### src/rtl/jt51_pg_mon_if.sv
// Bundle between the phase generator side (phase bus, start request,
// result consumer) and the jt51_pg_mon phase-step monitor.
//
// Handshake: the result is transferred on a clk edge where result_valid and
// result_ready are both high. Once raised, result_valid stays high and
// result/aliased stay stable until that transfer, or until a new start drops
// the pending result.
//
// The alias flag is carried as "aliased" because "alias" is a reserved word in
// SystemVerilog.
interface jt51_pg_mon_if #(
    parameter int WIN_LOG2 = 6
);
    logic                  cen;
    logic                  zero;
    logic [9:0]            phase;
    logic [4:0]            slot_sel;
    logic                  start;
    logic                  busy;
    logic                  result_valid;
    logic                  result_ready;
    logic [WIN_LOG2+9:0]   result;
    logic                  aliased;
    // Debug visibility: FSM state (0 IDLE, 1 ARM, 2 MEASURE, 3 DONE) and slot counter
    logic [1:0]            dbg_state;
    logic [4:0]            dbg_cnt;

    modport master (
        output cen, zero, phase, slot_sel, start, result_ready,
        input  busy, result_valid, result, aliased, dbg_state, dbg_cnt
    );

    modport slave (
        input  cen, zero, phase, slot_sel, start, result_ready,
        output busy, result_valid, result, aliased, dbg_state, dbg_cnt
    );
endinterface

### src/rtl/jt51_pg_mon.sv
// Passive monitor of the time-multiplexed operator phase bus. For one selected
// slot it sums the per-sample phase step over 2^WIN_LOG2 samples and hands the
// sum out through a valid/ready handshake, flagging steps of 512 or more.
module jt51_pg_mon #(
    parameter int WIN_LOG2 = 6,
    parameter int PH_STAGE = 10
) (
    input  logic          clk,
    input  logic          rst,
    jt51_pg_mon_if.slave  bus
);
    localparam int RW = WIN_LOG2 + 10;

    typedef enum logic [1:0] {
        IDLE    = 2'd0,
        ARM     = 2'd1,
        MEASURE = 2'd2,
        DONE    = 2'd3
    } state_t;

    state_t                state;
    logic [4:0]            cnt;
    logic [4:0]            sel_q;
    logic [4:0]            match_slot;
    logic                  match;
    logic [9:0]            prev;
    logic [9:0]            delta;
    logic [RW-1:0]         acc;
    logic [RW-1:0]         acc_next;
    logic [WIN_LOG2-1:0]   count;
    logic                  alias_acc;
    logic                  busy_q;
    logic                  valid_q;
    logic [RW-1:0]         result_q;
    logic                  aliased_q;

    // The phase on the bus lags the zero pulse by PH_STAGE slots, so the
    // selected slot shows up when the counter reads sel_q + PH_STAGE.
    assign match_slot = sel_q + 5'(PH_STAGE);
    assign match      = bus.cen && (cnt == match_slot);
    // Modulo-1024 step; a wrap of the phase accumulator stays a small positive step
    assign delta      = bus.phase - prev;
    assign acc_next   = acc + RW'(delta);

    // Slot counter: follows cen, resynchronised by every zero pulse
    always_ff @(posedge clk) begin
        if (rst) begin
            cnt <= 5'd0;
        end else if (bus.cen) begin
            cnt <= bus.zero ? 5'd0 : cnt + 5'd1;
        end
    end

    // Measurement FSM; start is honoured in every state and always re-arms
    always_ff @(posedge clk) begin
        if (rst) begin
            state     <= IDLE;
            busy_q    <= 1'b0;
            valid_q   <= 1'b0;
            result_q  <= '0;
            aliased_q <= 1'b0;
            sel_q     <= 5'd0;
            prev      <= 10'd0;
            acc       <= '0;
            count     <= '0;
            alias_acc <= 1'b0;
        end else if (bus.start) begin
            // New request: any pending result is dropped, partial sums discarded
            state     <= ARM;
            busy_q    <= 1'b1;
            valid_q   <= 1'b0;
            sel_q     <= bus.slot_sel;
            acc       <= '0;
            count     <= '0;
            alias_acc <= 1'b0;
        end else begin
            case (state)
                IDLE: begin
                end
                ARM: begin
                    // First sample only seeds the reference phase
                    if (match) begin
                        prev  <= bus.phase;
                        state <= MEASURE;
                    end
                end
                MEASURE: begin
                    if (match) begin
                        acc       <= acc_next;
                        count     <= count + WIN_LOG2'(1);
                        prev      <= bus.phase;
                        alias_acc <= alias_acc | delta[9];
                        if (&count) begin
                            result_q  <= acc_next;
                            aliased_q <= alias_acc | delta[9];
                            valid_q   <= 1'b1;
                            busy_q    <= 1'b0;
                            state     <= DONE;
                        end
                    end
                end
                DONE: begin
                    if (bus.result_ready) begin
                        valid_q <= 1'b0;
                        state   <= IDLE;
                    end
                end
                default: state <= IDLE;
            endcase
        end
    end

    assign bus.busy         = busy_q;
    assign bus.result_valid = valid_q;
    assign bus.result       = result_q;
    assign bus.aliased      = aliased_q;
    assign bus.dbg_state    = state;
    assign bus.dbg_cnt      = cnt;
endmodule

### src/flat_wrapper.sv
// flat-port wrapper written by rule: the top's interface ports become plain ports
module jt51_pg_mon_flat 
#(
    parameter int WIN_LOG2 = 6,
    parameter int PH_STAGE = 10
)
  (clk, rst, bus_cen, bus_zero, bus_phase, bus_slot_sel, bus_start, bus_result_ready, bus_busy, bus_result_valid, bus_result, bus_aliased, bus_dbg_state, bus_dbg_cnt);
  jt51_pg_mon_if #(.WIN_LOG2(WIN_LOG2)) bus_i ();
  input  logic clk;
  input  logic rst;
  input wire logic [$bits(bus_i.cen)-1:0] bus_cen;
  input wire logic [$bits(bus_i.zero)-1:0] bus_zero;
  input wire logic [$bits(bus_i.phase)-1:0] bus_phase;
  input wire logic [$bits(bus_i.slot_sel)-1:0] bus_slot_sel;
  input wire logic [$bits(bus_i.start)-1:0] bus_start;
  input wire logic [$bits(bus_i.result_ready)-1:0] bus_result_ready;
  output wire logic [$bits(bus_i.busy)-1:0] bus_busy;
  output wire logic [$bits(bus_i.result_valid)-1:0] bus_result_valid;
  output wire logic [$bits(bus_i.result)-1:0] bus_result;
  output wire logic [$bits(bus_i.aliased)-1:0] bus_aliased;
  output wire logic [$bits(bus_i.dbg_state)-1:0] bus_dbg_state;
  output wire logic [$bits(bus_i.dbg_cnt)-1:0] bus_dbg_cnt;
  assign bus_i.cen = bus_cen;
  assign bus_i.zero = bus_zero;
  assign bus_i.phase = bus_phase;
  assign bus_i.slot_sel = bus_slot_sel;
  assign bus_i.start = bus_start;
  assign bus_i.result_ready = bus_result_ready;
  assign bus_busy = bus_i.busy;
  assign bus_result_valid = bus_i.result_valid;
  assign bus_result = bus_i.result;
  assign bus_aliased = bus_i.aliased;
  assign bus_dbg_state = bus_i.dbg_state;
  assign bus_dbg_cnt = bus_i.dbg_cnt;
  jt51_pg_mon #(.WIN_LOG2(WIN_LOG2), .PH_STAGE(PH_STAGE)) u_core (.clk(clk), .rst(rst), .bus(bus_i));
endmodule
### config.mk
export PLATFORM = sky130hd
export DESIGN_NAME = jt51_pg_mon_flat
export DESIGN_NICKNAME = d
export VERILOG_FILES = /design/src/rtl/jt51_pg_mon_if.sv /design/src/rtl/jt51_pg_mon.sv /design/src/flat_wrapper.sv
export SDC_FILE = /design/constraint.sdc
export NUM_CORES = 1
export LEC_CHECK = 0
export CELL_PAD_IN_SITES_DETAIL_PLACEMENT = 1
export CELL_PAD_IN_SITES_GLOBAL_PLACEMENT = 2
export CORE_MARGIN = 2
export CORE_UTILIZATION = 36
export DETAILED_ROUTE_END_ITERATION = 10
export PLACE_DENSITY = 0.83
export SLEW_MARGIN = 20
export SYNTH_ARGS = -nofsm -noshare
export SYNTH_HDL_FRONTEND = slang
export SYNTH_SLANG_ARGS = --single-unit
### constraint.sdc
create_clock -name clk -period 8 [get_ports clk]
set_input_delay 0.8 -clock clk [delete_from_list [all_inputs] [get_ports clk]]
set_output_delay 0.8 -clock clk [all_outputs]
set_load 0.01 [all_outputs]
Yosys cells after proc, flatten, opt, wreduce, memory -nomap -nowiden
Index checks and enable logic that the tools add are counted.
{"block": "op_classes", "addsub": 5, "bitwise_logic": 2, "mux": 15, "reduce_logical": 17, "n_eq_ne": 12}
{"operator": "$add 16x10->16", "n": 1}
{"operator": "$reduce_and 5->1", "n": 2}
{"operator": "$sub 10x10->10", "n": 1}
{"operator": "$ne 3x2->1 const B", "n": 3}
{"operator": "$reduce_and 9->1", "n": 1}
{"operator": "$mux 1", "n": 8}
{"operator": "$mux 2", "n": 4}
{"operator": "$reduce_bool 2->1", "n": 4}
{"operator": "$add 6x1->6 const B", "n": 1}
{"operator": "$ne 2x1->1 const B", "n": 3}
{"operator": "$pmux 2 s3", "n": 1}
{"operator": "$reduce_and 3->1", "n": 2}
{"operator": "$reduce_and 6->1", "n": 1}
{"operator": "$add 5x1->5 const B", "n": 1}
{"operator": "$add 5x4->5 const B", "n": 1}
{"operator": "$eq 5x5->1", "n": 1}
{"operator": "$mux 5", "n": 1}
{"operator": "$eq 2x2->1 const B", "n": 2}
{"operator": "$reduce_and 4->1", "n": 1}
{"operator": "$reduce_bool 4->1", "n": 1}
{"operator": "$reduce_or 2->1", "n": 2}
{"operator": "$ne 3x3->1 const B", "n": 1}
{"operator": "$reduce_bool 3->1", "n": 1}
{"operator": "$eq 2x1->1 const B", "n": 1}
{"operator": "6 further kinds", "n": 6}
{"block": "word_totals", "wordCells": 63, "input_bits": 21, "output_inout_bits": 26, "register_bits": 64}

Logic depth before layout (Yosys ltp)
{"block": "depth", "ltp_word": 6, "mapped_depth": 16, "ltp_nobuf": 16}

Worst setup path before layout
OpenSTA, ideal clock, no wires.
{"block": "synth_timing", "path_type": "input -> register", "startpoint": "input port bus_phase[0]", "endpoint": "register u_core.result_q[13] (netlist: u_core.bus.result[13])", "arrival_time_ps": 3870, "setup_slack_ps": 4051, "t_required_ps": 7921, "setup_time_ps": 79, "path_stages": 15, "path_buffers": 0, "path_cell_list": "inv_1 > ha_1 > fa_1 > inv_1 > a21o_1 > a21oi_1 > o21ai_0 > o41ai_1 > xnor2_1 > ha_1 > nand3_1 > nand3b_2 > a2111oi_1 > xnor2_1 > a211oi_2"}
{"block": "synth_between", "elab_chain_cells": 2}
{"element": "start, declared", "line": "flat_wrapper.sv:13", "text": "input wire logic [$bits(bus_i.phase)-1:0] bus_phase;"}
{"element": "$sub 10x10->10", "line": "jt51_pg_mon.sv:42", "text": "assign delta = bus.phase - prev;"}
{"element": "$add 16x10->16", "line": "jt51_pg_mon.sv:43", "text": "assign acc_next = acc + RW'(delta);"}
{"element": "end signal, assigned", "line": "jt51_pg_mon.sv:94", "text": "result_q <= acc_next;"}
{"element": "end, declared", "line": "jt51_pg_mon.sv:34", "text": "logic [RW-1:0] result_q;"}
No other way between the ends.
A chain may end at the register's enable or synchronous reset.

Worst setup path after layout
Same ends and word-level chain as after synthesis.

==> reports/summary.md <==
* **Setup Viol. Count Final** 0
* **fraction of final layout cells sized beyond drive strength 1** 6.62%
* **# Post-CTS Setup Buffers** 0
* **slowest cell on the critical path** sky130_fd_sc_hd__a2111oi_1
* **Final Power** 0.000730 W
* **power density normalized to cell area** 163 nW/um^2
* **data arrival time of the critical path** 4820 ps
* **part of the power in combinational logic** 11.1%
* **period utilization** 56.9%
* **final hold viol count** 0
* **library cell occupying the most area in the post-synthesis netlist** sky130_fd_sc_hd__dfxtp_1
* **number of placed instances, taps included** 585
* **DR iter-0 viols** 82
* **Seq/Total Area, Yosys** 35.2%
* **post-detailed-route DRC marker count** 0
* **CTS tree** built
* **routed via count** 3,120
* **clock tree sinks** 64
* **Worst setup startpoint** bus_phase[0]
* **Final GP Congestion** 0.798
* **max_cap viols** 0
* **routed wirelength normalized by instance count** 15.3 um
* **cell area after synthesis** 3640 sq um
* **num rows** 36
* **setup slack, reg-to-reg** 4090 ps
* **1st-pass router iterations** 4
* **Worst-Skew Late Latency** 350 ps
* **largest delay contributor family on the critical path** compound AO/OA/AOI/OAI gates
* **status** complete, no violations
* **required time of the worst setup path** 8270 ps
* **nets** 514
* **relative contribution of sequential cells to total power** 44.6%
* **logic depth of the worst path, buffers included** 16
* **Max H-tree Level** 3
* **Final Worst Setup Slack** 3450 ps
* **buffer cell driving the clock tree root** sky130_fd_sc_hd__clkbuf_8
* **Bufs on Longest Clock Path** 2
* **Internal** 0.000543 W
* **number of antenna cells inserted** 0
* **startpoint of the most critical register-to-register path** u_core.prev[0]
* **clock-pin slew on the worst setup and hold paths** 80 ps
* **most used standard cell by instance count after synthesis** sky130_fd_sc_hd__dfxtp_1
* **Yosys warnings** 0
* **peak fanout along the critical path** 6
* **HP Start** u_core.acc[5]
* **leading cell types by count after synthesis** sky130_fd_sc_hd__dfxtp_1 (64), sky130_fd_sc_hd__nor2_1 (59), sky130_fd_sc_hd__nand2_1 (30)
* **count of buffer and inverter cells on the critical path** 3
* **category of the worst setup path launch point** input port
* **Die Width** 105 um
* **Avg Vias per Cell** 5.19
* **number of gates resized after CTS** 0
* **total congestion overflow** 0
* **Synth top area share** 35.2%
* **transition time at the pin with the least slew margin** 952 ps
* **Slew Limit Fails** 0
* **global routing usage summed across all routing layers** 17.9%
* **remaining number of nets flagged by the antenna check after routing** 0
* **Max stage delay on crit path** 850 ps
* **kind of capture point of the worst setup path** flip-flop
* **share of total power consumed by net switching** 25.5%
* **highest attainable clock frequency** 0.220 GHz
* **die extent in y** 105 um
* **initial antenna violation count** 0
* **most used flip-flop cell after synthesis** sky130_fd_sc_hd__dfxtp_1
* **area growth from synthesis to layout** 22.8%
* **Final Non-Filler Cells** 601
* **net count of the mapped netlist** 468
* **class of the tightest hold or removal check** reg -> reg
* **EDFF count, synth** 0
* **reported leakage power** 1.71 nW
* **WL final** 9200 um
* **fraction of registers with async set or reset after synthesis** 0%
* **worst rel slew slack** 36.4%
* **DP Worst Slack** 3060 ps
* **number of global-route vias before repair** 3,201
* **Unique masters post-synth** 55
* **worst r2r dst** u_core.bus.result[13]
* **Worst Setup Path Type** in -> reg
* **number of I/O pins** 47
* **critical path endpoint** u_core.bus.result[13]
* **cell count after synthesis** 417
* **area of the die** 10,900 sq um
* **effective utilization at floorplan** 37.2%
* **post-layout minimum cycle time** 4550 ps
* **instance area after placement** 4240 sq um
* **Worst Reg-to-Reg Cells** 14
* **RSZ-0062 raised after global routing** false
* **Clock Skews** 12.1 ps
* **dpl hpwl** 6780 um
* **cell types occupying the most area after synthesis** sky130_fd_sc_hd__dfxtp_1 (35%), sky130_fd_sc_hd__ha_1 (9.6%), sky130_fd_sc_hd__mux2i_1 (6.6%)
* **setup total negative slack** 0 ps
* **number of hold buffers added after CTS** 0
* **net switching component of the power** 0.000186 W
* **total clock buffers created by CTS** 9
* **final design area excluding fillers** 4470 sq um
* **global-route wire length before repair** 15,700 um
* **largest net degree at the start of global routing** 33
* **core area** 9770 sq um
* **Port-buffer cells** 46
* **Max rail drop VDD** 93.0 uV
* **Clk network pwr share** 44.3%
* **per-instance average area after synthesis** 8.72 sq um
* **Critical Path, Cell by Cell** clkdlybuf4s50_1 > inv_1 > ha_1 > fa_1 > inv_1 > a21o_1 > a21oi_1 > o21ai_0 > o41ai_1 > xnor2_1 > ha_1 > nand3_1 > nand3b_2 > a2111oi_1 > xnor2_1 > a211oi_2
* **Seq cells post-synth** 64
## kinds of logic after synthesis
logic type,share of synthesized area (%)
xor+xnor,8.67
buf+inv,4.09
simple gates,19.4
compound gates,15.3
flops,35.2
mux,6.60
fa+ha+maj,10.7
## placed cells by master, fill, tap and decap left out, drive strengths merged, types with 2 or more instances in the layout
cell and n:
a211oi 10, a21boi 2, a21o 7, a21oi 22, a311oi 3, a31oi 3, and2 2, and3 3
and4 3, buf 3, bufinv 2, clkbuf 10, clkdlybuf4s50 46, clkinv 3, dfxtp 64, fa 2
ha 28, inv 24, mux2i 24, nand2 30, nand2b 3, nand3 10, nand4 8, nor2 59
nor2b 4, nor3 7, nor3b 2, nor4 4, o211a 2, o211ai 3, o21a 4, o21ai 12
o31a 3, o31ai 3, or3 2, or4 4, xnor2 20, xor2 16
## metal layers
metal / track usage (%) / vias up / share of wire, %
met4: 4.92 / 0 / 0.61
met1: 22.6 / 1513 / 48
met5: 0 / - / 0
met3: 3.63 / 5 / 2.5
li1: - / 1566 / -
met2: 30.9 / 36 / 49
## worst min path at each step
stage | endpoint | slack [ps] | cells after the start
final | u_core.acc[5] | 470 | 2
after floorplan | u_core.acc[0] | 440 | 2
after detailed placement | u_core.acc[4] | 460 | 2
after CTS | u_core.acc[3] | 470 | 2
after global routing | u_core.acc[3] | 490 | 2
after global placement | u_core.acc[0] | 450 | 2
## worst register-to-register path: stages (launching register included)
cell and delay (ps):
sky130_fd_sc_hd__dfxtp_1 330, sky130_fd_sc_hd__ha_1 190, sky130_fd_sc_hd__fa_1 230, sky130_fd_sc_hd__inv_1 50
sky130_fd_sc_hd__a21o_1 170, sky130_fd_sc_hd__a21oi_1 210, sky130_fd_sc_hd__o21ai_0 150, sky130_fd_sc_hd__o41ai_1 330
sky130_fd_sc_hd__xnor2_1 110, sky130_fd_sc_hd__ha_1 390, sky130_fd_sc_hd__nand3_1 120, sky130_fd_sc_hd__nand3b_2 270
sky130_fd_sc_hd__a2111oi_1 850, sky130_fd_sc_hd__xnor2_1 190, sky130_fd_sc_hd__a211oi_2 250
## through the flow
step	utilization [%]	hold WS [ps]
floorplan	-	441
global placement	43.3	448
detailed placement	43.3	455
CTS	45.7	473
global route	45.7	494
finish	45.7	472
## sequential cells by signal, indices dropped and copies added (netlist names)
signal	count
u_core.acc	16
u_core.alias_acc	1
u_core.bus.aliased	1
u_core.bus.busy	1
u_core.bus.dbg_cnt	5
u_core.bus.dbg_state	2
u_core.bus.result	16
u_core.bus.result_valid	1
u_core.count	6
u_core.prev	10
u_core.sel_q	5
## power groups by stage
| stage | clock network, W | registers (W) | logic, W |
|---|---|---|---|
| 2_1_floorplan | 0 | 0.000333 | 0.0000510 |
| 3_3_place_gp | 0 | 0.000333 | 0.0000796 |
| 3_5_place_dp | 0 | 0.000333 | 0.0000813 |
| 4_1_cts | 0.000336 | 0.000325 | 0.0000820 |
| 5_1_grt | 0.000349 | 0.000326 | 0.0000903 |
| 6_report | 0.000323 | 0.000325 | 0.0000808 |
## final cells by class
class	instances	area [sq um]
Sequential cell	64	1280
Inverter	23	86.3
Timing Repair Buffer	49	483
Clock inverter	6	91.3
Fill cell	1169	5310
Clock buffer	10	138
Multi-Input combinational cell	316	2220
Tap cell	133	166
No activity file was read; power rests on OpenSTA's default activity.
